==> config.mk <==
export PLATFORM = sky130hd
export DESIGN_NAME = pam_mixer_mpam
export DESIGN_NICKNAME = d
export VERILOG_FILES = /design/src/rtl/pam_pkg.sv /design/src/rtl/pam_level_map.sv /design/src/rtl/pam_mixer_mpam.sv
export SDC_FILE = /design/constraint.sdc
export NUM_CORES = 1
export LEC_CHECK = 0
export CAP_MARGIN = 20
export CORE_MARGIN = 2
export CORE_UTILIZATION = 30
export CTS_CLUSTER_DIAMETER = 100
export CTS_CLUSTER_SIZE = 25
export DETAILED_ROUTE_END_ITERATION = 10
export PLACE_DENSITY = 0.49
export REMOVE_ABC_BUFFERS = 1
export SYNTH_ARGS = -nofsm -noshare
export SYNTH_HDL_FRONTEND = slang
export SYNTH_HIERARCHICAL = 1
export SYNTH_SLANG_ARGS = --single-unit
==> constraint.sdc <==
create_clock -name clk -period 4.5 [get_ports clk]
set_input_delay 0.9 -clock clk [delete_from_list [all_inputs] [get_ports clk]]
set_output_delay 0.9 -clock clk [all_outputs]
set_load 0.05 [all_outputs]
==> src/rtl/pam_pkg.sv <==
// pam_pkg: shared M-PAM definitions (FSM states, odd-integer level and Gray decode helpers for up to 4 bits/symbol)
package pam_pkg;
  typedef enum logic {IDLE, RUN} state_t;
  function automatic logic [3:0] gray2bin(input logic [3:0] g);
    return g ^ (g >> 1) ^ (g >> 2) ^ (g >> 3);
  endfunction
  function automatic logic signed [4:0] level_of(input logic [3:0] idx, input int bits);
    int v;
    v = 2 * int'(idx) - ((1 << bits) - 1);
    return v[4:0];
  endfunction
endpackage

==> src/rtl/pam_level_map.sv <==
// pam_level_map: symbol -> signed odd level; ports sym (in), level (out); GRAY_MAP_EN selects Gray decode of sym
module pam_level_map
  import pam_pkg::*;
#(
  parameter int BITS_PER_SYM = 2
) (
  input  logic        [BITS_PER_SYM-1:0] sym,
  output logic signed [BITS_PER_SYM:0]   level
);
  logic [3:0] idx;
`ifdef GRAY_MAP_EN
  assign idx = gray2bin(4'(sym));
`else
  assign idx = 4'(sym);
`endif
  assign level = (BITS_PER_SYM + 1)'(level_of(idx, BITS_PER_SYM));
endmodule

==> src/rtl/pam_mixer_mpam.sv <==
// pam_mixer_mpam: M-PAM mixer; ports clk, rst (async active-low), enable, data_in/data_valid/data_ready, sin_in -> signal_out, out_valid, sym_start, underflow; GRAY_MAP_EN via pam_level_map
module pam_mixer_mpam
  import pam_pkg::*;
#(
  parameter int BITS_PER_SYM = 2,
  parameter int SAMPLE_W     = 8,
  parameter int SPS          = 1000,
  parameter int OUT_W        = SAMPLE_W + BITS_PER_SYM + 1
) (
  input  logic                       clk,
  input  logic                       rst,
  input  logic                       enable,
  input  logic [BITS_PER_SYM-1:0]    data_in,
  input  logic                       data_valid,
  output logic                       data_ready,
  input  logic signed [SAMPLE_W-1:0] sin_in,
  output logic signed [OUT_W-1:0]    signal_out,
  output logic                       out_valid,
  output logic                       sym_start,
  output logic                       underflow
);
  localparam int CW = $clog2(SPS);
  state_t                    state;
  logic [CW-1:0]             cnt;
  logic [BITS_PER_SYM-1:0]   cur_sym, next_sym;
  logic                      next_full;
  logic signed [BITS_PER_SYM:0] level;
  logic                      accept, last;
  assign data_ready = !next_full;
  assign accept     = data_valid && data_ready && enable;
  assign last       = cnt == CW'(SPS - 1);
  pam_level_map #(.BITS_PER_SYM(BITS_PER_SYM)) u_map (.sym(cur_sym), .level(level));
  always_ff @(posedge clk or negedge rst)
    if (!rst) begin
      state      <= IDLE;
      cnt        <= '0;
      cur_sym    <= '0;
      next_sym   <= '0;
      next_full  <= 1'b0;
      signal_out <= '0;
      out_valid  <= 1'b0;
      sym_start  <= 1'b0;
      underflow  <= 1'b0;
    end else if (!enable) begin
      out_valid <= 1'b0;
      sym_start <= 1'b0;
      underflow <= 1'b0;
    end else if (state == IDLE) begin
      signal_out <= '0;
      out_valid  <= 1'b0;
      sym_start  <= 1'b0;
      underflow  <= 1'b0;
      if (accept) begin
        cur_sym <= data_in;
        cnt     <= '0;
        state   <= RUN;
      end
    end else begin
      signal_out <= level * sin_in;
      out_valid  <= 1'b1;
      sym_start  <= cnt == '0;
      underflow  <= 1'b0;
      if (last) begin
        cnt <= '0;
        if (next_full) begin
          cur_sym   <= next_sym;
          next_full <= 1'b0;
        end else if (accept) cur_sym <= data_in;
        else begin
          underflow <= 1'b1;
          state     <= IDLE;
        end
      end else begin
        cnt <= cnt + 1'b1;
        if (accept) begin
          next_sym  <= data_in;
          next_full <= 1'b1;
        end
      end
    end
endmodule

==> out/metrics.csv, run 1 <==
stage,metric,value,unit
status,status,completed,
pwr,clockPowerShare,24.6,%
timing,fin_worst_skew,0.00727,ns
setup_path,cpPeakStageDelay,0.47,ns
clock_network,cts_root_buffer,clkbuf_8,
timing,finalSetupViolations,0,
synth,syn_area_per_cell,10.0,um2
setup_path,cp_max_fo,3,
pwr,power_frac_comb,39.8,%
pwr,switchingPower,0.336,mW
pwr,p_leak,1.18,nW
detailed_routing,vias,1588,
synth,synth.yosys.warnings,6,
global_route,grt_first_pass_wirelength,7390,um
detailed_routing,ant_nets,0,
synth,yosys.area.top_type_share,35.8,%
timing,slew_headroom,59.4,%
detailed_routing,viasPerCell,4.73,
global_route,grt_pass1_vias,1534,
die,boundaryPins,29,
synth,ys_ff_latch,30,
worst_hold_path,whs_path_depth,1,
placed_design,placed_area,0.00246,mm2
pwr,internal-power,0.575,mW
timing,fin_tns_setup,0,ns
global_route,antenna_found_initial,0,
die,fp-row-count,30,
synth,syn_inst,209,
die,fp.coreArea,0.00679,mm2
clock_network,postCtsResizedCells,0,
detailed_routing,routed_wl,4360,um
detailed_routing,drt-pass1-iter-count,4,
detailed_routing,initialDrtViolationCount,43,
die,chipHeight,87.6,um
die,die_w,87.6,um
clock_network,cts.path.max_buffers,2,
die,start_util,30.9,%
setup_path,crit_chain,"clkdlybuf4s50_1, and2_1, fa_1, ha_1, ha_1, fa_1, a21o_1, a211oi_1, o21bai_1, xor2_1, a22o_1",
setup_path,crit_type,primary input to register,
job,timing.max_cap.violations,0,
finish,drive_above_1_share,8.75,%
worst_hold_path,hold_path_class,register to register,
setup_path,end_kind,register,
timing,clock.fmax,275,MHz
global_route,gr-total-overflow,0,
timing,hold_violations,0,
synth,synth_edf_count,0,
pwr,vdd_ir_drop_max,0.0000938,V
synth,netlist_top_cells_count,"dfrtp_1, ha_1, inv_1",
global_route,grt_max_degree,23,
synth,synth_top_area_cell,dfrtp_1,
synth,syn-cell-area,0.00210,mm2
setup_path,rr_worst_depth,12,
clock_network,cts_buffers,5,
clock_network,clk_latency,0.28,ns
synth,synthFlopType,dfrtp_1,
clock_network,ctsHoldBuffers,0,
clock_network,cts_sinks,30,
pwr,swShare,36.9,%
detailed_routing,route.detailed.drc,0,
clock_network,path_clk_slew,0.07,ns
finish,final_util,38.0,%
timing,tightest_slew,0.607,ns
synth,ys_seq_area_share,35.8,%
timing,drv_slew,0,
placed_design,dp_hpwl,3340,um
synth,yosysUniqueCellTypes,51,
placed_design,gp_congestion,0.749,
synth,async_flop_share,100,%
placed_design,io_buffers,28,
finish,nets,280,
detailed_routing,wl_per_cell,13.0,um
finish,final_cell_area,0.00258,mm2
timing,post-route-period-util,80.8,%
finish,antenna_cells,0,
timing,min_period,3.64,ns
setup_path,cp-start-kind,primary input,
die,dieArea,0.00768,mm2
clock_network,cts_tree,yes,
pwr,pwr-share-seq,35.6,%
synth,ys_top_cells_by_area,"dfrtp_1, ha_1, fa_1",
pwr,p_per_area,353,mW/mm2
setup_path,required,4.68,ns
pwr,power.total,0.911,mW
clock_network,post_cts_buffers,0,
timing,holdWs,0.502,ns
synth,yosys.cell_count.top_type,dfrtp_1,
timing,rsz0062_at_grt,false,
clock_network,htreeDepth,2,
setup_path,cp_slowest_cell,fa_1,
setup_path,arrival,3.81,ns
global_route,grt_usage,12.3,%
finish,syn2layout_area_growth,22.9,%
-- power by group through the flow --
stage / logic, mW / clock network (mW) / registers (mW)
floorplan: 0.204 / 0 / 0.379
global placement: 0.365 / 0 / 0.329
CTS: 0.366 / 0.229 / 0.324
global route: 0.409 / 0.245 / 0.328
finish: 0.362 / 0.224 / 0.324
detailed placement: 0.361 / 0 / 0.329
-- final timing paths --
kind                       slack [ns]                  startpoint                    endpoint
max                              0.86                   sin_in[2]   signal_out[9]$_DFFE_PN0P_
min                              0.50  signal_out[10]$_DFFE_PN0P_  signal_out[10]$_DFFE_PN0P_
max reg2reg                      1.27      cur_sym[1]$_DFFE_PN0P_   signal_out[9]$_DFFE_PN0P_
min reg2reg                      0.50  signal_out[10]$_DFFE_PN0P_  signal_out[10]$_DFFE_PN0P_
max in group asynchronous        3.10                         rst         sym_start$_DFF_PN0_
min in group asynchronous        0.82                         rst          cnt[5]$_DFFE_PN0P_
-- layer usage --
layer	track usage [%]	wire, um	up-vias
met5	0	0	-
met4	3.36	50	0
met3	2.83	109	7
met2	20.4	2130	23
met1	16.1	2070	767
li1	-	-	791
-- layout by cell type, fill, tap and decap left out, drive strengths merged, types with 2 or more instances in the layout --
cell type,n
a211oi,2
a21o,4
a21oi,7
a22o,5
a32o,2
and2,11
and3,2
clkbuf,8
clkdlybuf4s50,28
clkinv,2
dfrtp,30
fa,9
ha,18
inv,17
mux2,2
nand2,13
nand2b,2
nand3,8
nand4,4
nor2,14
nor3,2
nor4,2
o21ai,14
o21bai,2
o22a,2
o32a,2
or3,3
xnor2,3
xor2,8
-- worst max-delay path: cells and delay by family --
kind            cells  cell delay [ns]
buf+inv             1             0.44
xor+xnor            1             0.14
compound gates      4             0.71
fa+ha+maj           4             1.43
simple gates        1             0.19
-- logic make-up (layout without fill, tap and decap cells) --
group | count (synthesis) | after routing | synth area share (%)
simple gates | 65 | 65 | 17.1
flops | 30 | 30 | 35.8
fa+ha+maj | 27 | 27 | 19.3
compound gates | 47 | 47 | 16.2
mux | 3 | 3 | 1.55
buf+inv | 25 | 56 | 5.31
xor+xnor | 11 | 11 | 4.59
other cells | 1 | 1 | 0.179
-- stage by stage --
stage,setup WS (ns),instances
floorplan,1.14,202
global placement,0.596,327
detailed placement,0.561,327
CTS,0.865,335
global route,0.712,336
finish,0.863,336
-- final cells by class --
cell class / instances / area, um2
clock buffer: 7 / 86.3
clock inverter: 1 / 5.00
fill: 682 / 4220
inverter: 18 / 67.6
multi-input combinational: 154 / 1240
sequential: 30 / 751
tap: 96 / 120
timing repair buffer: 30 / 313
-- registers in the layout (all words and copies together) (netlist names) --
signal	count
next_sym	2
next_full	1
signal_out	11
sym_start	1
cnt	10
cur_sym	2
underflow	1
out_valid	1
state	1
No activity file was read; power rests on OpenSTA's default activity.
==> run 2: changes to the inputs <==
- clock period: 4.5 -> 3.36 ns (I/O delays scaled with it)
==> run 2 against run 1 <==
Via count up 2.5%. Core utilization up 2.0 points. Largest cell class unchanged. Power up 49%. Largest power group unchanged.
==> out/metrics.csv, run 2 (synthesis gave the netlist of run 1 again) <==
stage,metric,value,unit
status,status,completed,
job,timing.max_cap.violations,0,
detailed_routing,wl_per_cell,12.7,um
clock_network,cts.path.max_buffers,2,
timing,hold_violations,0,
timing,post-route-period-util,97.3,%
finish,largestRegisters,"signal_out (11), cnt (10)",
die,fp.coreArea,0.00679,mm2
timing,fin_worst_skew,0.00808,ns
die,die_w,87.6,um
setup_path,crit_family,adder cells,
setup_path,cp_num_buf_inv,1,
finish,final_cell_area,0.00272,mm2
worst_hold_path,hold_end,signal_out[0]$_DFFE_PN0P_,
pwr,p_per_area,501,mW/mm2
finish,top_register,signal_out,
timing,clock.fmax,306,MHz
setup_path,rr_worst_depth,10,
timing,slew_headroom,65.7,%
timing,rsz0062_at_grt,true,
setup_path,rrSetupSlack,0.37,ns
clock_network,path_clk_slew,0.07,ns
setup_path,cpPeakStageDelay,0.46,ns
setup_path,crit_type,primary input to register,
global_route,grt_max_degree,31,
die,dieArea,0.00768,mm2
finish,final_util,40.0,%
finish,antenna_cells,0,
clock_network,cts_sinks,30,
worst_hold_path,whs_path_depth,1,
global_route,grt_usage,12.4,%
global_route,grt_first_pass_wirelength,7320,um
timing,tightest_slew,0.515,ns
setup_path,cp_max_fo,2,
placed_design,io_buffers,28,
placed_design,place_ws,-0.300,ns
timing,finalSetupViolations,0,
pwr,vdd_ir_drop_max,0.000180,V
finish,nets,294,
finish,final_cell_mix,"dfrtp_1, clkdlybuf4s50_1, inv_1, ha_1, buf_4",
setup_path,crit_chain,"clkdlybuf4s50_1, and2_1, fa_1, ha_1, ha_2, fa_2, a21o_1, a211oi_2, o21bai_1, xor2_1, a22o_1",
placed_design,placed_area,0.00257,mm2
clock_network,cts_buffers,5,
die,start_util,30.9,%
timing,min_period,3.27,ns
finish,largest_reg_flops,11,
setup_path,arrival,3.45,ns
finish,drive_above_1_share,16.5,%
die,chipHeight,87.6,um
setup_path,cp-start-kind,primary input,
finish,layout_commonest_cell,dfrtp_1,
timing,fin_ws,0.0916,ns
global_route,antenna_found_initial,0,
timing,fin_tns_setup,0,ns
placed_design,gp_congestion,0.775,
setup_path,end_kind,register,
setup_path,cp_slowest_cell,fa_1,
worst_hold_path,hold_path_class,register to register,
setup_path,r2r-end,signal_out[9]$_DFFE_PN0P_,
detailed_routing,viasPerCell,4.65,
finish,syn2layout_area_growth,29.5,%
placed_design,dp_hpwl,3380,um
finish,num-fill-cells,685,
detailed_routing,drt-pass1-iter-count,4,
clock_network,cts_root_buffer,clkbuf_8,
detailed_routing,ant_nets,0,
timing,drv_slew,0,
detailed_routing,initialDrtViolationCount,35,
clock_network,post_cts_buffers,0,
detailed_routing,route.detailed.drc,0,
pwr,p_leak,1.26,nW
detailed_routing,vias,1628,
global_route,gr-total-overflow,0,
clock_network,htreeDepth,2,
global_route,grt_pass1_vias,1607,
clock_network,clk_latency,0.29,ns
detailed_routing,routed_wl,4450,um
setup_path,cp_num_cells,11,
worst_hold_path,hold_start,signal_out[0]$_DFFE_PN0P_,
clock_network,cts_tree,yes,
setup_path,reg2reg_from,cur_sym[0]$_DFFE_PN0P_,
die,fp-row-count,30,
die,boundaryPins,29,
setup_path,required,3.54,ns
clock_network,ctsHoldBuffers,0,
## run 2: worst max-delay path by stage
stage	slack, ns	startpoint	to
floorplan	0.23	sin_in[2]	signal_out[9]$_DFFE_PN0P_
global placement	-0.28	sin_in[0]	signal_out[9]$_DFFE_PN0P_
detailed placement	-0.30	sin_in[0]	signal_out[9]$_DFFE_PN0P_
CTS	0.006	sin_in[0]	signal_out[9]$_DFFE_PN0P_
global route	-0.04	sin_in[2]	signal_out[10]$_DFFE_PN0P_
finish	0.09	sin_in[2]	signal_out[9]$_DFFE_PN0P_
## run 2: repair_timing
| item | in CTS | in global routing |
|---|---|---|
| gates resized for setup | 0 | 9 |
| endpoints found under the setup margin | 0 | 3 |
| endpoints found under the hold margin | 0 | 0 |
## run 2: layout make-up
cell class | count | area [um2] | share of cell area, %
flip-flops and latches | 30 | 751 | 27.6
inverters | 18 | 67.6 | 2.49
clock inverters | 2 | 37.5 | 1.38
multi-input cells | 154 | 1260 | 46.6
clock buffers | 6 | 72.6 | 2.67
repair buffers | 44 | 403 | 14.8
well taps | 96 | 120 | 4.42
## run 2: per-stage QoR
stage                     hold WS [ns]  total power [mW]  instances
final                            0.496              1.36        350
after global routing             0.524              1.46        350
after CTS                        0.504              1.36        350
after detailed placement         0.483             0.986        342
after global placement           0.476             0.990        342
after floorplan                  0.376             0.781        202
## run 2: layer usage
layer	GRT usage, %	up-vias	part of all wire [%]
met3	3.20	6	3.4
met1	15.3	781	46
li1	-	814	-
met5	0	-	0
met2	20.9	27	49
met4	4.20	0	1.4
## run 2: power by group
part	switching, mW	total (mW)	internal (mW)	leakage (nW)
combinational	0.301	0.563	0.262	0.814
clock	0.141	0.362	0.221	0.0514
sequential	0.0367	0.434	0.397	0.398
total	0.479	1.36	0.881	1.26
==> run 3: changes to the inputs <==
- CORE_MARGIN: 2 -> 3
==> run 3 against run 2 <==
Combinational power is 2% lower. Critical path depth stayed put. Final area is 1.2% lower. Count of clock-buffer cells in the layout is 2 higher. Non-clock buffer count is 2 lower. Wire length is 0.54% higher. Die area is 4.6% higher. Sequential cell count stayed put. Worst hold slack better by 0.0015 ns. First-iteration DRC count is 54% higher. Cell count is 1.4% lower. Critical endpoint unchanged.
==> out/metrics.csv, run 3 (synthesis gave the netlist of run 1 again) <==
stage,metric,value,unit
status,status,completed,
worst_hold_path,hold_start,signal_out[10]$_DFFE_PN0P_,
timing,tightest_slew,0.579,ns
pwr,swShare,35.0,%
finish,drive_above_1_share,15.1,%
detailed_routing,drt-pass1-iter-count,4,
clock_network,cts_root_buffer,clkbuf_8,
setup_path,reg2reg_from,cur_sym[1]$_DFFE_PN0P_,
detailed_routing,ant_nets,0,
finish,largest_reg_flops,11,
die,die_w,89.6,um
detailed_routing,routed_wl,4470,um
clock_network,cts_sinks,30,
setup_path,startpoint,sin_in[2],
finish,layout_commonest_cell,dfrtp_1,
die,dieArea,0.00803,mm2
timing,slew_headroom,61.4,%
setup_path,cp-start-kind,primary input,
setup_path,arrival,3.42,ns
die,boundaryPins,29,
die,start_util,31.9,%
clock_network,cts.path.max_buffers,2,
die,chipHeight,89.6,um
detailed_routing,route.detailed.drc,0,
timing,drv_slew,0,
clock_network,path_clk_slew,0.07,ns
setup_path,cp_max_fo,3,
finish,final_cell_mix,"dfrtp_1, clkdlybuf4s50_1, inv_1, ha_1",
detailed_routing,initialDrtViolationCount,54,
timing,hold_violations,0,
pwr,p_leak,1.25,nW
global_route,grt_max_degree,31,
setup_path,rrSetupSlack,0.37,ns
timing,fin_tns_setup,0,ns
global_route,antenna_found_initial,0,
placed_design,dp_hpwl,3440,um
timing,fin_worst_skew,0.00688,ns
finish,largestRegisters,"signal_out (11), cnt (10)",
clock_network,cts_tree,yes,
setup_path,crit_type,primary input to register,
clock_network,post_cts_buffers,0,
finish,top_register,signal_out,
global_route,gr-total-overflow,0,
pwr,power.total,1.33,mW
pwr,internal-power,0.862,mW
timing,rsz0062_at_grt,true,
die,fp-row-count,29,
placed_design,io_buffers,28,
clock_network,htreeDepth,2,
setup_path,end_kind,register,
worst_hold_path,hold_path_class,register to register,
finish,syn2layout_area_growth,27.9,%
detailed_routing,wl_per_cell,13.0,um
pwr,pwr-share-seq,32.7,%
global_route,grt_usage,12.6,%
pwr,p_per_area,494,mW/mm2
timing,finalSetupViolations,0,
job,timing.max_cap.violations,0,
pwr,clockPowerShare,25.7,%
pwr,vdd_ir_drop_max,0.000164,V
clock_network,clk_latency,0.28,ns
global_route,grt_first_pass_wirelength,7750,um
timing,min_period,3.25,ns
timing,clock.fmax,308,MHz
global_route,grt_pass1_vias,1605,
finish,antenna_cells,0,
finish,nets,292,
pwr,power_frac_comb,41.5,%
finish,num-fill-cells,640,
detailed_routing,viasPerCell,4.65,
clock_network,cts_buffers,5,
timing,post-route-period-util,96.8,%
detailed_routing,vias,1603,
placed_design,gp_congestion,0.748,
setup_path,required,3.53,ns
die,fp.coreArea,0.00657,mm2
pwr,switchingPower,0.464,mW
-- run 3: repair_timing --
item                                    CTS  global route
endpoints found under the setup margin    0             3
endpoints found under the hold margin     0             0
hold buffers                              0             0
gates resized for setup                   0             6
-- run 3: per-stage QoR --
stage               setup slack (ns)  area (um2)  hold slack (ns)  util (%)  std cells
CTS                           0.0107        2670            0.507      40.6        345
global placement              -0.289        2560            0.485      38.9        337
global route                 -0.0109        2680            0.524      40.9        345
detailed placement            -0.311        2560            0.482      38.9        337
finish                         0.109        2680            0.498      40.9        345
floorplan                      0.232        2050            0.376         -        202
-- run 3: metal layers --
metal	GRT usage [%]	routed length, um	part of all wire, %	up-vias
met1	16.9	2190	49	755
li1	-	-	-	815
met3	3.01	162	3.6	5
met2	20.2	2070	46	28
met5	0	0	0	-
met4	3.65	56	1.3	0
-- run 3: final timing paths --
check                                                   to  depth (start not counted)
worst max register to register   signal_out[8]$_DFFE_PN0P_                         13
max in group asynchronous               cnt[6]$_DFFE_PN0P_                          2
worst min-delay path            signal_out[10]$_DFFE_PN0P_                          1
worst max-delay path             signal_out[9]$_DFFE_PN0P_                         11
min in group asynchronous               cnt[7]$_DFFE_PN0P_                          2
worst min register to register  signal_out[10]$_DFFE_PN0P_                          1
-- run 3: critical path: stages --
cell and delay [ns]:
clkdlybuf4s50_1 0.44, and2_1 0.19, fa_1 0.45, ha_1 0.31, ha_2 0.20, fa_2 0.34, a21o_1 0.18, a211oi_2 0.21
o21bai_1 0.11, xor2_1 0.14, a22o_1 0.19
-- run 3: layout make-up --
class / instances / area (um2) / share of cell area, %
Clock buffer: 8 / 110 / 4.10
Timing Repair Buffer: 42 / 388 / 14.5
Tap cell: 93 / 116 / 4.34
Multi-Input combinational cell: 154 / 1250 / 46.6
Inverter: 18 / 67.6 / 2.52
Sequential cell: 30 / 751 / 28.0
-- run 3: power by group through the flow --
stage          clock network, mW  registers, mW  logic, mW
6_report                   0.341          0.434      0.550
3_3_place_gp                   0          0.440      0.548
3_5_place_dp                   0          0.441      0.545
2_1_floorplan                  0          0.508      0.273
4_1_cts                    0.352          0.435      0.551
5_1_grt                    0.374          0.439      0.622
